===== src/rtl/insn_fifo.sv =====
// insn_fifo: instruction FIFO between fetch and decode/dispatch.
//   Holds {pc, insn} entries in program order. The head entry is always
//   visible on o_fifo_data (first-word-fall-through). Fetch is backpressured
//   through o_fifo_full, and a redirect (i_flush) discards all contents.
//
// Ports:
//   clk           core clock; all state updates on posedge
//   n_rst         asynchronous active-low reset
//   i_flush       synchronous redirect/flush; empties the FIFO
//   i_fifo_data   entry written by fetch
//   i_fifo_wr_en  write request from fetch
//   o_fifo_full   FIFO holds FIFO_DEPTH entries
//   o_fifo_data   head entry (valid only while o_fifo_valid)
//   o_fifo_valid  FIFO non-empty
//   i_fifo_rd_en  decode pops the head this cycle
//   o_fifo_count  current occupancy
//
// FIFO_DEPTH must be a power of two (>= 2) so the pointers wrap naturally.
module insn_fifo #(
  parameter int DATA_WIDTH = 64,
  parameter int FIFO_DEPTH = 8
) (
  input  logic                          clk,
  input  logic                          n_rst,
  input  logic                          i_flush,
  input  logic [DATA_WIDTH-1:0]         i_fifo_data,
  input  logic                          i_fifo_wr_en,
  output logic                          o_fifo_full,
  output logic [DATA_WIDTH-1:0]         o_fifo_data,
  output logic                          o_fifo_valid,
  input  logic                          i_fifo_rd_en,
  output logic [$clog2(FIFO_DEPTH):0]   o_fifo_count
);

  localparam int PTR_W = $clog2(FIFO_DEPTH);
  localparam int CNT_W = PTR_W + 1;

  logic [DATA_WIDTH-1:0] mem [FIFO_DEPTH];
  logic [PTR_W-1:0]      wr_ptr, rd_ptr;
  logic [CNT_W-1:0]      count;
  logic                  rd_fire, wr_fire;

  assign o_fifo_valid = (count != '0);
  assign o_fifo_full  = (count == CNT_W'(FIFO_DEPTH));
  assign o_fifo_data  = mem[rd_ptr];
  assign o_fifo_count = count;

  // A pop while empty is ignored; a write while full only lands if the
  // head is leaving in the same cycle.
  assign rd_fire = i_fifo_rd_en & o_fifo_valid;
  assign wr_fire = i_fifo_wr_en & (~o_fifo_full | rd_fire);

  always_ff @(posedge clk or negedge n_rst) begin
    if (!n_rst) begin
      wr_ptr <= '0;
      rd_ptr <= '0;
      count  <= '0;
    end else if (i_flush) begin
      // Flush wins over any same-cycle read/write.
      wr_ptr <= '0;
      rd_ptr <= '0;
      count  <= '0;
    end else begin
      if (wr_fire) wr_ptr <= wr_ptr + PTR_W'(1);
      if (rd_fire) rd_ptr <= rd_ptr + PTR_W'(1);
      count <= count + CNT_W'(wr_fire) - CNT_W'(rd_fire);
    end
  end

  // Storage is not reset; contents are only observable behind valid.
  always_ff @(posedge clk) begin
    if (wr_fire && !i_flush) mem[wr_ptr] <= i_fifo_data;
  end

endmodule


===== config.mk =====
export PLATFORM = sky130hd
export DESIGN_NAME = insn_fifo
export DESIGN_NICKNAME = d
export VERILOG_FILES = /design/src/rtl/insn_fifo.sv
export SDC_FILE = /design/constraint.sdc
export NUM_CORES = 1
export LEC_CHECK = 0
export CORE_ASPECT_RATIO = 1.75
export CORE_MARGIN = 2
export CORE_UTILIZATION = 55
export CTS_BUF_LIST = sky130_fd_sc_hd__clkbuf_4 sky130_fd_sc_hd__clkbuf_8 sky130_fd_sc_hd__clkbuf_16
export CTS_CLUSTER_SIZE = 40
export DETAILED_ROUTE_END_ITERATION = 10
export PLACE_DENSITY = 0.77
export RECOVER_POWER = 100
export SYNTH_ARGS = -nofsm -noshare
export SYNTH_HDL_FRONTEND = slang
export SYNTH_SLANG_ARGS = --single-unit

===== constraint.sdc =====
create_clock -name clk -period 9.56 [get_ports clk]
set_clock_uncertainty 0.1 [all_clocks]
set_input_delay 1.912 -clock clk [delete_from_list [all_inputs] [get_ports clk]]
set_output_delay 1.912 -clock clk [all_outputs]
set_load 0.1 [all_outputs]

After elaboration in Yosys (flattened, before gate mapping). Memory sizes are Yosys's and may differ from the RTL's. Cells that the tools add are included.

Bitwise operators: 4. Mux-type cells: 7. $add $sub $neg: 4. Reduce and logical (&&, ||, !) cells: 5. Equality and inequality tests: 1.

Operators with widths (number): 3-bit two-way mux (4); 3-bit by 1-bit adder with 3-bit output, second input constant (2); 4-bit by 1-bit adder with 4-bit output (1); 4-bit == test, second input constant (1); 4-bit two-way mux (1); 2-bit nonzero test (2); 4-bit nonzero test (1); 4-bit by 1-bit subtractor with 4-bit output (1); 1-bit bitwise AND (2); 1-bit two-way mux (2); 1-bit logical AND (1); 1-bit zero test (1); 1-bit inverter (1); 1-bit OR (1).

RAM bits: 512. Output and inout bits: 70. Input bits: 69. Bits in registers: 10. Word-level logic and storage cells: 25. Memories kept: 1.

Memory list: mem (words 8, bits a word 64, read ports 1, clocked after Yosys merged registers in 0, write ports 1, line 38) `logic [DATA_WIDTH-1:0] mem [FIFO_DEPTH];`.

Logic depth before layout (Yosys ltp).
Depth after elaboration: 7. Depth in mapped cells: 10.

Least setup slack after synthesis. OpenSTA, ideal clock, no wires.

Path type: reg2reg. Start point: reg count[2], in the netlist o_fifo_count[2]. End point: mem mem[4][0], enable pin. Stages on the path, launching flop included: 8. Setup slack: 1624 ps. Arrival time: 7258 ps. Data required time: 8882 ps. Library setup time: 578 ps. Path through: dfrtp_1 -> inv_1 -> ha_1 -> or3b_2 -> clkbuf_1 -> inv_1 -> a211o_1 -> nor3b_1.

Cells in the longest elaborated chain, start to end: 7.

RTL lines: from (decl) (line 40) `logic [CNT_W-1:0] count;`; from (signal assigned) (line 66) `count <= count + CNT_W'(wr_fire) - CNT_W'(rd_fire);`; 4-bit == test (line 44) `assign o_fifo_full = (count == CNT_W'(FIFO_DEPTH));`; via o_fifo_full (line 28) `output logic o_fifo_full,`; 1-bit inverter (line 51) `assign wr_fire = i_fifo_wr_en & (~o_fifo_full | rd_fire);`; 1-bit OR (line 51); 1-bit bitwise AND (line 51); 1-bit logical AND (line 72) `if (wr_fire && !i_flush) mem[wr_ptr] <= i_fifo_data;`; 1-bit two-way mux (line 72); 1-bit two-way mux (not written as such) (line 72); to (decl) (line 38).

The timed path passes the listed nets, and every way through them passes these cells.

Final worst setup path.
Start point: in i_flush. End point: mem mem[7][36], enable pin.

Cells in the longest elaborated chain, start to end: 4.

RTL lines: from (decl) (line 25) `input logic i_flush,`; 1-bit zero test (line 72); 1-bit logical AND (line 72); 1-bit two-way mux (line 72); 1-bit two-way mux (not written as such) (line 72).

No other way between the ends.

==> metrics.md <==
| Metric | Value |
|---|---|
| Power Internal | around 4300 µW |
| Post-DRT Antenna Nets | 0 |
| Clk sinks | 522 |
| First-pass GRT wire length | between 50 and 60 mm |
| Relative slew margins | -1.746 |
| Post-layout util | 0.6474 |
| Dpl hpwl | between 15 and 20 mm |
| Largest net degree at the start of global routing | ~110 |
| Count leader, synth | edfxtp_1 |
| Worst Hold Depth | 1 |
| Post-route setup TNS | 0 ns |
| Bufs on Longest Clock Path | 3 |
| # Max-Cap Violations | 12 |
| Total power | 6567 µW |
| Top_reg_cell synth | edfxtp_1 |
| Max VDD drop | 220.9 µV |
| Crit path launch type | input port |
| Core Rows | 92 |
| Congestion Overflow GR | 0 |
| DRC | 0 |
| Critical path capture point type | flop |
| CTS resizes | 0 |
| Via density | 5.928 |
| Worst flop-to-flop path startpoint | o_fifo_count[2]$_DFF_PN0_ |
| DR WL/cell | about 25 µm |
| Final period util | 0.7652 |
| Root buffer cell | clkbuf_16 |
| Hold path start | wr_ptr[0]$_DFFE_PN0P_ |
| Initial DRC count | 616 |
| Slew @ Worst Pin | 4.119 ns |
| Status | finished, violations left |
| Post-synthesis cell type count | 32 |
| Ys async rst share | 0.01916 |
| Area growth from synthesis to layout | 16.54% |
| Syn nets | approximately 900 |
| CTS tree | built |
| Net Switching | about 2300 µW |
| Final hold viol count | 0 |
| Syn Std Cell Area | 19,950 µm² |
| CP Class | input port to flop |
| Leak | slightly above 0.007 µW |
| Die width | between 100 and 150 µm |
| Final wirelength | roughly 37 mm |
| Worst Hold End | wr_ptr[0]$_DFFE_PN0P_ |
| Register area share after synthesis | 0.7831 |
| Area contributors post-synth | edfxtp_1 (77%), mux4_2 (14%), mux2_2 (3.7%) |
| Violated checks | max-capacitance violations, max-slew violations |
| Logic gate share of total power | 0.314 |
| Power Dens Cells | 282.4 nW/µm² |
| Post-synth top cells | edfxtp_1 (512), mux4_2 (128), mux2_2 (65), clkbuf_1 (20), buf_6 (11) |
| Starting Density | 0.5555 |
| Die Ht | between 200 and 300 µm |
| Top-area cell type share of the netlist area | 0.7706 |
| Number of I/O pins | 139 |
| Multi-input gate area | 4069 µm² |
| Hold Crit Class | flop to flop |
| Syn Inst Count | about 830 |
| Hold buffers post-CTS | 0 |
| Clk_lat worst skew | 0.56 ns |
| Final Net Count | roughly 1.1k |
| Yosys warnings | 0 |
| Htree depth | 2 |
| Initial antenna violation count | 9 |
| CP Max Fanout | 51 |
| DIE AREA | about 38,000 µm² |
| Seq pwr share | 0.415 |
| Fmax | about 0.14 GHz |
| Post-synth EDFFs | 512 |
| Share of cells above drive strength 1 | 0.2800 |
| Port Buffers | ~140 |
| CP required | between 9 and 10 ns |
| Fillers | 2,375 |
| Placer Congestion | 0.7526 |
| Tmin final | around 7.3 ns |
| Worst reg2reg path depth | 6 |
| Clock power share | 0.271 |
| Worst R2R Setup Slack | approximately 3.8 ns |
| FF-to-FF End | mem[7][36]$_DFFE_PP_ |
| Core Area | roughly 36,000 µm² |
| Reg clk slew, reported paths | approximately 0.07 ns |
| Final Max Slew Viols | 393 |
| Avg Inst Size Synth | ~24 µm² |
| Dominant cell type by area after synthesis | edfxtp_1 |
| Register bit total from synthesis | 522 |
| RSZ-0062 raised after global routing | no |
| All-layer global routing usage | 0.2024 |
| Register Area | ~16,000 µm² |
| CP startpoint | i_flush |
| Cts bufs inserted | between 40 and 50 |
| CP arrival | around 7.3 ns |
| # Post-CTS Setup Buffers | 0 |
| # setup viols final | 0 |
| Initial DRT Pass Iterations | 5 |
| Vias | 8,838 |
| Sw Ratio | 0.3442 |
| Vias in the first global route | about 9.4k |
-- critical path, stage by stage --
cell and delay [ns]:
dlygate4sd3_1 0.76, nor2b_1 0.26, o211ai_1 0.26, nor2_1 1.23, clkbuf_1 2.81
-- cells by family after synthesis --
family	count (synthesis)	share of synthesized area
DFF	522	0.7831
muxes	193	0.1812
buffers and inverters	47	0.01329
and+or+nand+nor	39	0.01129
AOI/OAI and AO/OA	15	0.005268
adders and majority gates	8	0.005393
xor gates and xnor gates	1	0.0004391
-- how the worst max path moves through the flow --
stage	depth (start not counted)	slack (ns)	endpoint
5_1_grt	4	1.97	o_fifo_data[6]
2_1_floorplan	7	1.62	mem[4][0]$_DFFE_PP_
3_5_place_dp	6	3.77	mem[5][8]$_DFFE_PP_
4_1_cts	4	3.17	o_fifo_data[6]
3_3_place_gp	4	3.79	o_fifo_data[6]
6_report	5	2.25	mem[7][36]$_DFFE_PP_
-- sequential cells by signal, indices dropped and copies added (netlist names) --
signal        count
mem             512
rd_ptr            3
wr_ptr            3
o_fifo_count      4
-- cell type report --
cell class	count	area share
sequential	522	0.6725
multi-input combinational	256	0.1750
tap	470	0.02529
antenna	3	0.0003229
timing repair buffer	151	0.06280
clock inverter	26	0.009955
inverter	7	0.001130
clock buffer	56	0.05306
-- power groups by stage --
| stage | Sequential (µW) | Combinational [µW] | Clock, µW |
|---|---|---|---|
| floorplan | 2770 | 1690 | 0 |
| global placement | 2770 | 2110 | 0 |
| detailed placement | 2780 | 2130 | 0 |
| CTS | 2730 | 2130 | 1810 |
| global route | 2740 | 2160 | 1890 |
| finish | 2730 | 2060 | 1780 |
-- metal layers --
layer | global-route usage | up-vias | share of wire
met5 | 0 | - | 0.00078
met4 | 0.06720 | 4 | 0.032
met3 | 0.03440 | 84 | 0.044
met2 | 0.3591 | 239 | 0.54
met1 | 0.2534 | 4676 | 0.39
li1 | - | 3835 | -
-- through the flow --
stage | cell area [µm²] | worst slack (ns) | hold slack, ns | std cells
2_1_floorplan | 19950 | 1.624 | 0.5009 | 825
3_3_place_gp | 21850 | 3.793 | 0.5499 | 1406
3_5_place_dp | 21850 | 3.770 | 0.5629 | 1406
4_1_cts | 23320 | 3.172 | 0.5746 | 1488
5_1_grt | 23250 | 1.972 | 0.6013 | 1489
6_report | 23250 | 2.245 | 0.5825 | 1491
-- layout by cell type (no fill, tap or decap), drive strengths merged, types with 3 or more instances in the layout --
cell           synthesis  routed
clkdlybuf4s50          0       5
nand2b                 4       4
clkinv                 0      19
mux2                  65      65
diode                  0       3
nor3b                  5       5
mux4                 128     128
nor2                   8       8
edfxtp               512     512
ha                     7       7
nand2                  5       5
nor2b                  5       5
nand4b                 3       3
inv                    7       9
bufinv                 0       3
clkbuf                20      62
dfrtp                 10      10
nand3                  3       3
buf                   20       7
dlygate4sd3            0     133
a21oi                  4       4
Power figures use the tool's default switching activity.
